--- config.mk ---
export PLATFORM = sky130hd
export DESIGN_NAME = mbist_march_ctrl_flat
export DESIGN_NICKNAME = d
export VERILOG_FILES = /design/src/rtl/mbist_pkg.sv /design/src/rtl/mbist_march_ctrl_if.sv /design/src/rtl/mbist_addr_gen.sv /design/src/rtl/mbist_march_ctrl.sv /design/src/flat_wrapper.sv
export SDC_FILE = /design/constraint.sdc
export NUM_CORES = 1
export LEC_CHECK = 0
export ABC_AREA = 0
export CELL_PAD_IN_SITES_DETAIL_PLACEMENT = 0
export CELL_PAD_IN_SITES_GLOBAL_PLACEMENT = 2
export CORE_MARGIN = 2
export CORE_UTILIZATION = 31
export DETAILED_ROUTE_END_ITERATION = 12
export PLACE_DENSITY = 0.83
export SLEW_MARGIN = 20
export SYNTH_ARGS = -nofsm -noshare
export SYNTH_HDL_FRONTEND = slang
export SYNTH_SLANG_ARGS = --single-unit
--- constraint.sdc ---
create_clock -name clk -period 2.4 [get_ports clk]
set_input_delay 0.48 -clock clk [delete_from_list [all_inputs] [get_ports clk]]
set_output_delay 0.48 -clock clk [all_outputs]
set_load 0.01 [all_outputs]
--- src/rtl/mbist_pkg.sv ---
// Shared types for the March C- MBIST controller: FSM states and the
// per-element encoding of address order, op list and data polarity.
package mbist_pkg;

  typedef enum logic [2:0] {
    IDLE,
    PREP,
    RUN,
    DRAIN,
    DONE
  } state_t;

  localparam int MARCH_CM_NUM_ELEM = 6;
  localparam int ELEM_IDX_W        = 3;

  typedef logic [ELEM_IDX_W-1:0] elem_idx_t;

  // Ops per address for M0..M5; the sum (10) sets the run length.
  localparam int OPS_PER_ADDR [MARCH_CM_NUM_ELEM] = '{1, 2, 2, 2, 2, 1};

  // Slot 0 is the first op at an address, slot 1 the second (if any).
  typedef struct packed {
    logic       down;
    logic [1:0] num_ops;
    logic [1:0] is_read;
    logic [1:0] data_one;
  } march_elem_t;

  function automatic march_elem_t march_elem(input elem_idx_t idx);
    march_elem_t e;
    e = '0;
    case (idx)
      3'd0: e = '{down: 1'b0, num_ops: 2'(OPS_PER_ADDR[0]), is_read: 2'b00, data_one: 2'b00};
      3'd1: e = '{down: 1'b0, num_ops: 2'(OPS_PER_ADDR[1]), is_read: 2'b01, data_one: 2'b10};
      3'd2: e = '{down: 1'b0, num_ops: 2'(OPS_PER_ADDR[2]), is_read: 2'b01, data_one: 2'b01};
      3'd3: e = '{down: 1'b1, num_ops: 2'(OPS_PER_ADDR[3]), is_read: 2'b01, data_one: 2'b10};
      3'd4: e = '{down: 1'b1, num_ops: 2'(OPS_PER_ADDR[4]), is_read: 2'b01, data_one: 2'b01};
      3'd5: e = '{down: 1'b0, num_ops: 2'(OPS_PER_ADDR[5]), is_read: 2'b01, data_one: 2'b00};
      default: e = '0;
    endcase
    return e;
  endfunction

endpackage

--- src/rtl/mbist_march_ctrl_if.sv ---
// Single-port test memory bus: controller drives op/address/data,
// memory returns read data two cycles after the address.
interface mbist_march_ctrl_if #(
  parameter int ADDR_WIDTH = 4,
  parameter int DATA_WIDTH = 8
);
  logic                  write_read;
  logic [ADDR_WIDTH-1:0] address;
  logic [DATA_WIDTH-1:0] wdata;
  logic [DATA_WIDTH-1:0] rdata;

  modport master (output write_read, address, wdata, input rdata);
  modport slave  (input write_read, address, wdata, output rdata);
endinterface

--- src/rtl/mbist_addr_gen.sv ---
// Up/down address counter for march elements: load picks the start end
// of the range from the direction, step moves one address, last flags the end.
module mbist_addr_gen #(
  parameter int ADDR_WIDTH = 4,
  parameter int DEPTH      = 16
) (
  input  logic                  clk,
  input  logic                  rst_n,
  input  logic                  load,
  input  logic                  dir_down,
  input  logic                  step,
  output logic [ADDR_WIDTH-1:0] addr,
  output logic                  last
);
  localparam logic [ADDR_WIDTH-1:0] TOP = ADDR_WIDTH'(DEPTH - 1);

  logic down;

  // NOTE: sequential state uses non-blocking assignments so every register
  // samples the pre-edge values of its neighbours.
  always_ff @(posedge clk or negedge rst_n) begin
    if (!rst_n) begin
      addr <= '0;
      down <= 1'b0;
    end else if (load) begin
      down <= dir_down;
      addr <= dir_down ? TOP : '0;
    end else if (step) begin
      addr <= down ? addr - ADDR_WIDTH'(1) : addr + ADDR_WIDTH'(1);
    end
  end

  assign last = down ? (addr == '0) : (addr == TOP);

endmodule

--- src/rtl/mbist_march_ctrl.sv ---
// March C- MBIST initiator for the single-port test memory.
// Optional build macro MBIST_STOP_ON_FAIL_EN ends the run at the first mismatch.
module mbist_march_ctrl
  import mbist_pkg::*;
#(
  parameter int DATA_WIDTH = 8,
  parameter int ADDR_WIDTH = 4,
  parameter int DEPTH      = 16
) (
  input  logic                  clk,
  input  logic                  rst_n,
  input  logic                  start,
  mbist_march_ctrl_if.master    mem,
  output logic                  busy,
  output logic                  done,
  output logic                  fail,
  output logic [ADDR_WIDTH-1:0] fail_addr,
  output logic [DATA_WIDTH-1:0] fail_data
);
  localparam elem_idx_t LAST_ELEM = elem_idx_t'(MARCH_CM_NUM_ELEM - 1);

  state_t                state, state_nxt;
  logic                  phase;
  elem_idx_t             elem;
  logic                  op_idx;
  logic                  ptr_valid;
  march_elem_t           cur, nxt;
  logic                  ptr_read, ptr_one, last_op;
  logic [ADDR_WIDTH-1:0] gen_addr;
  logic                  gen_last, gen_load, gen_dir, gen_step;
  logic                  accept, issue, load_wdata, mismatch, stop;

  // Read-compare delay line: issue edge -> three edges -> compare edge.
  logic [2:0]            pv;
  logic [DATA_WIDTH-1:0] pe [3];
  logic [ADDR_WIDTH-1:0] pa [3];

  // ---------------- march pointer (next op to issue) ----------------
  assign cur      = march_elem(elem);
  assign nxt      = march_elem(elem + elem_idx_t'(1));
  assign ptr_read = cur.is_read[op_idx];
  assign ptr_one  = cur.data_one[op_idx];
  assign last_op  = (cur.num_ops == 2'd1) | op_idx;

  assign gen_step = issue & last_op & ~gen_last;
  assign gen_load = accept | (issue & last_op & gen_last & (elem != LAST_ELEM));
  assign gen_dir  = accept ? 1'b0 : nxt.down;

  mbist_addr_gen #(
    .ADDR_WIDTH (ADDR_WIDTH),
    .DEPTH      (DEPTH)
  ) u_addr_gen (
    .clk      (clk),
    .rst_n    (rst_n),
    .load     (gen_load),
    .dir_down (gen_dir),
    .step     (gen_step),
    .addr     (gen_addr),
    .last     (gen_last)
  );

  always_ff @(posedge clk or negedge rst_n) begin
    if (!rst_n) begin
      elem      <= '0;
      op_idx    <= 1'b0;
      ptr_valid <= 1'b0;
    end else if (accept) begin
      elem      <= '0;
      op_idx    <= 1'b0;
      ptr_valid <= 1'b1;
    end else if (issue) begin
      if (!last_op) begin
        op_idx <= 1'b1;
      end else begin
        op_idx <= 1'b0;
        if (gen_last) begin
          if (elem == LAST_ELEM) ptr_valid <= 1'b0;
          else                   elem      <= elem + elem_idx_t'(1);
        end
      end
    end
  end

  // ---------------- compare ----------------
  assign mismatch = pv[2] & (mem.rdata != pe[2]);

`ifdef MBIST_STOP_ON_FAIL_EN
  assign stop = mismatch;
`else
  assign stop = 1'b0;
`endif

  // ---------------- FSM: state register ----------------
  always_ff @(posedge clk or negedge rst_n) begin
    if (!rst_n) state <= IDLE;
    else        state <= state_nxt;
  end

  // ---------------- FSM: next state ----------------
  // NOTE: every combinational output gets a default first, so no path
  // through the case leaves it unassigned and no latch is inferred.
  always_comb begin
    state_nxt = state;
    case (state)
      IDLE:  if (start) state_nxt = PREP;
      PREP:  state_nxt = RUN;
      RUN: begin
        if (stop)                     state_nxt = DONE;
        else if (phase && !ptr_valid) state_nxt = DRAIN;
      end
      DRAIN: if (stop || (!pv[0] && !pv[1])) state_nxt = DONE;
      DONE:  state_nxt = IDLE;
      default: state_nxt = IDLE;
    endcase
  end

  // ---------------- FSM: outputs / strobes ----------------
  // An op occupies two cycles: wdata for the next op loads at its midpoint
  // edge, address/write_read at its end edge.
  always_comb begin
    busy       = 1'b1;
    accept     = 1'b0;
    issue      = 1'b0;
    load_wdata = 1'b0;
    case (state)
      IDLE: begin
        busy   = 1'b0;
        accept = start;
      end
      PREP: issue = 1'b1;
      RUN: begin
        issue      = phase & ptr_valid & ~stop;
        load_wdata = ~phase & ~stop;
      end
      default: ;
    endcase
  end

  always_ff @(posedge clk or negedge rst_n) begin
    if (!rst_n) phase <= 1'b0;
    else        phase <= (state == RUN) ? ~phase : 1'b0;
  end

  // ---------------- memory bus ----------------
  always_ff @(posedge clk or negedge rst_n) begin
    if (!rst_n) begin
      mem.write_read <= 1'b0;
      mem.address    <= '0;
      mem.wdata      <= '0;
    end else if (accept) begin
      mem.write_read <= 1'b0;
      mem.address    <= '0;
      mem.wdata      <= '0;
    end else begin
      if (issue) begin
        mem.address    <= gen_addr;
        mem.write_read <= ~ptr_read;
      end else if (state_nxt != RUN) begin
        mem.write_read <= 1'b0;
      end
      if (load_wdata && state_nxt == RUN)
        mem.wdata <= (ptr_valid && !ptr_read && ptr_one) ? '1 : '0;
      else if (state_nxt != RUN)
        mem.wdata <= '0;
    end
  end

  // ---------------- compare pipeline ----------------
  always_ff @(posedge clk or negedge rst_n) begin
    if (!rst_n)                            pv <= '0;
    else if (accept || state_nxt == DONE)  pv <= '0;
    else                                   pv <= {pv[1:0], issue & ptr_read};
  end

  // NOTE: the expected-data/address stages are qualified by pv, so they
  // carry no reset and stay plain data registers.
  always_ff @(posedge clk) begin
    pe[0] <= ptr_one ? '1 : '0;
    pa[0] <= gen_addr;
    pe[1] <= pe[0];
    pa[1] <= pa[0];
    pe[2] <= pe[1];
    pa[2] <= pa[1];
  end

  // ---------------- status ----------------
  always_ff @(posedge clk or negedge rst_n) begin
    if (!rst_n) begin
      done      <= 1'b0;
      fail      <= 1'b0;
      fail_addr <= '0;
      fail_data <= '0;
    end else if (accept) begin
      done      <= 1'b0;
      fail      <= 1'b0;
      fail_addr <= '0;
      fail_data <= '0;
    end else begin
      if (state == DONE) done <= 1'b1;
      if (mismatch && !fail) begin
        fail      <= 1'b1;
        fail_addr <= pa[2];
        fail_data <= mem.rdata;
      end
    end
  end

endmodule

--- src/flat_wrapper.sv ---
// flat-port wrapper written by rule: the top's interface ports become plain ports
module mbist_march_ctrl_flat import mbist_pkg::*;
#(
  parameter int DATA_WIDTH = 8,
  parameter int ADDR_WIDTH = 4,
  parameter int DEPTH      = 16
)
  (clk, rst_n, start, busy, done, fail, fail_addr, fail_data, mem_write_read, mem_address, mem_wdata, mem_rdata);
  mbist_march_ctrl_if #(.ADDR_WIDTH(ADDR_WIDTH), .DATA_WIDTH(DATA_WIDTH)) mem_i ();
  input  logic clk;
  input  logic rst_n;
  input  logic start;
  output logic busy;
  output logic done;
  output logic fail;
  output logic [ADDR_WIDTH-1:0] fail_addr;
  output logic [DATA_WIDTH-1:0] fail_data;
  output wire logic [$bits(mem_i.write_read)-1:0] mem_write_read;
  output wire logic [$bits(mem_i.address)-1:0] mem_address;
  output wire logic [$bits(mem_i.wdata)-1:0] mem_wdata;
  input wire logic [$bits(mem_i.rdata)-1:0] mem_rdata;
  assign mem_write_read = mem_i.write_read;
  assign mem_address = mem_i.address;
  assign mem_wdata = mem_i.wdata;
  assign mem_i.rdata = mem_rdata;
  mbist_march_ctrl #(.DATA_WIDTH(DATA_WIDTH), .ADDR_WIDTH(ADDR_WIDTH), .DEPTH(DEPTH)) u_core (.clk(clk), .rst_n(rst_n), .start(start), .mem(mem_i), .busy(busy), .done(done), .fail(fail), .fail_addr(fail_addr), .fail_data(fail_data));
endmodule
==> impl_metrics.json <==
{
  "first_pass_iters": 5,
  "grt_pass1_vias": 1618,
  "fin_skew_ps": 7.73,
  "startpoint_type": "flip-flop",
  "ant_nets": 0,
  "synth_area_leaders": "dfrtp_1, dfxtp_1, mux2i_1",
  "max-vdd-ir-drop_uv": 186,
  "clock_path_buffers": 2,
  "vias": 1652,
  "nets": 280,
  "hold_ws_ps": 271,
  "drtIter0Drc": 35,
  "design.portCount": 39,
  "wire_per_inst_um": 12.8,
  "track_usage": 0.114,
  "synth-warning-count": 0,
  "overflow": 0,
  "numPortBuffers": 38,
  "stdcell_count": 359,
  "worst_pin_slew_ps": 843,
  "ctsHoldBuffers": 0,
  "fin_crit_sh": 0.987,
  "slew_viol_final": 0,
  "synthDistinctLibCells": 45,
  "async_flop_share": 0.712,
  "cts-root-buf": "clkbuf_8",
  "leakage_nw": 1.31,
  "dp_cells": 346,
  "fp-row-count": 31,
  "antenna_cells": 0,
  "postSynthCellCount": 209,
  "cpMaxStageDelayCell": "or4b_4",
  "fin_setup_tns_ps": 0,
  "crit_path_end_kind": "flip-flop",
  "initial_core_util": 0.319,
  "hold_violations": 0,
  "cts_sinks": 52,
  "grt_max_degree": 38,
  "hpwl_um": 3260,
  "maxSlewHeadroom": 0.438,
  "drt-vias-per-instance": 4.60,
  "insertion_delay_ps": 300,
  "synth_top_area_frac": 0.400,
  "fmax_mhz": 422,
  "yosys_most_used_dff": "dfrtp_1",
  "arrival_ps": 2560,
  "postRouteWirelength_um": 4580,
  "syn-mean-instance-area_um2": 11.1,
  "ys_ff_latch": 52,
  "yosysTopAreaCell": "dfrtp_1",
  "die_w_um": 90.5,
  "cts.clk_slew.worst_paths_ps": 100,
  "drcViolationCount": 0,
  "drive_above_1_share": 0.177,
  "die-area_um2": 8180,
  "antenna_found_initial": 0,
  "grt_pass1_wl_um": 7620,
  "slowest_delay_ps": 550,
  "crit_chain": "inv_2 -> ha_4 -> or4b_4 -> o221a_4 -> a311oi_2 -> nor2_2 -> a221o_1",
  "die_h_um": 90.5,
  "area_delta_synth_final_pct": 29.9,
  "netlist_area_um2": 2320,
  "rsz0062_at_grt": "yes",
  "hold_path.class": "input port to asynchronous set/reset pin",
  "crit_type": "flip-flop to flip-flop",
  "synth_edf_count": 0,
  "min_period_ps": 2370,
  "critPathMaxFanout": 4,
  "h-tree-depth": 2,
  "ys_seq_area_frac": 0.529,
  "powerDensity_nw_per_um2": 466,
  "outcome": "finished, final reports clean",
  "setup_violations": 0,
  "syn_nets": 230,
  "fin_util": 0.415,
  "maxCapViolCount": 0,
  "required_ps": 2590,
  "cts_tree": "done",
  "coreArea_um2": 7250,
  "numCtsBuffers": 5,
  "gp_congestion": 0.709
}
[cell usage after synthesis, types with 2 or more instances]
cell and number:
a21o_1 2, a21oi_1 7, a311oi_1 2, and2_1 4
buf_4 7, clkbuf_1 4, dfrtp_1 37, dfxtp_1 15
ha_1 9, inv_1 9, mux2i_1 18, nand2_1 12
nand2b_1 2, nand3_1 7, nand4b_1 2, nor2_1 22
nor3_1 8, nor4_1 2, o21a_1 2, o21ai_0 7
o31ai_1 2, or2_2 3, xnor2_1 4
[state kept, by name, summed over array words and instances (netlist names), 3 cells and up]
signal,flops
u_core.pa,12
u_core.elem,3
u_core.fail_addr,4
u_core.mem.address,4
u_core.state,3
u_core.pe,3
u_core.pv,3
u_core.u_addr_gen.addr,4
u_core.fail_data,8
[through the flow]
step | total power, W | area, um^2 | worst slack (ps)
3_3_place_gp | 0.000927 | 2840 | 26.6
2_1_floorplan | 0.000893 | 2320 | 63.8
5_1_grt | 0.00146 | 3010 | -26.0
3_5_place_dp | 0.000926 | 2840 | -21.8
6_report | 0.00140 | 3010 | 30.2
4_1_cts | 0.00142 | 2940 | 25.1
[layer usage]
layer	global-route usage	wire, um	up-vias
met1	0.153	2210	793
li1	-	-	822
met4	0.0385	64	0
met2	0.179	2130	32
met5	0	0	-
met3	0.0284	176	5
[timing repair]
item,CTS,global route
setup endpoints to repair,2,8
setup buffers,2,3
cloned,0,0
gates resized for setup,0,13
pin swaps,1,5
[path summary, 6_finish.rpt]
path | start | to | slack (ps) | cells past startpoint
setup / recovery | u_core.elem[1] | u_core.u_addr_gen.addr[2] | 30 | 7
hold / removal | rst_n | u_core.fail_data[2] | 270 | 1
setup reg to reg | u_core.elem[1] | u_core.u_addr_gen.addr[2] | 30 | 7
hold reg to reg | u_core.pa[0][2] | u_core.pa[0][6] | 330 | 0
max in group asynchronous | rst_n | u_core.elem[1] | 1550 | 1
min in group clk | u_core.pa[0][2] | u_core.pa[0][6] | 330 | 0
[cell type report]
type                       instances  area (um^2)
clock buffer                       6         72.6
clock inverter                     2         16.3
fill                             719         4240
inverter                           9         36.3
multi-input combinational        135         1020
sequential                        52         1230
tap                               99          124
timing repair buffer              56          510
[cells in the final DEF, fill, tap and decap left out, types with 2 or more instances in the layout]
| cell | instances |
|---|---|
| nand3_1 | 7 |
| ha_4 | 2 |
| a21oi_1 | 7 |
| nor3_1 | 8 |
| ha_1 | 6 |
| xnor2_1 | 4 |
| dfrtp_2 | 2 |
| nor2_1 | 22 |
| nand2_1 | 12 |
| o31ai_1 | 2 |
| nand4b_1 | 2 |
| inv_1 | 7 |
| buf_4 | 18 |
| nand2b_1 | 2 |
| dfxtp_1 | 15 |
| dfrtp_1 | 35 |
| a21o_1 | 2 |
| clkdlybuf4s50_1 | 37 |
| and2_1 | 4 |
| o21ai_0 | 6 |
| nor4_1 | 2 |
| o21a_1 | 2 |
| mux2i_1 | 18 |
| or2_2 | 3 |
| clkbuf_8 | 5 |
| a311oi_2 | 3 |
[logic make-up (layout without fill, tap and decap cells)]
logic type | Yosys count | after routing | synth area share
mux | 20 | 20 | 0.0923
flops | 52 | 52 | 0.529
fa+ha+maj | 10 | 10 | 0.0572
simple gates | 70 | 70 | 0.159
xor+xnor | 4 | 4 | 0.0151
buf+inv | 22 | 73 | 0.0508
compound gates | 31 | 31 | 0.0967
[worst max-delay path: cells and delay by family (launching register included)]
kind / cells / cell delay [ps]
simple gates: 2 / 640
flops: 1 / 430
compound gates: 3 / 950
fa+ha+maj: 1 / 160
buf+inv: 1 / 80
[report_power, final]
group          internal, W  total (W)  switching, W
clock network     0.000208   0.000497      0.000289
registers         0.000871   0.000871             0
logic            0.0000151  0.0000354     0.0000203
total              0.00109    0.00140      0.000309
Note: power is estimated with default switching activity, not from simulation.
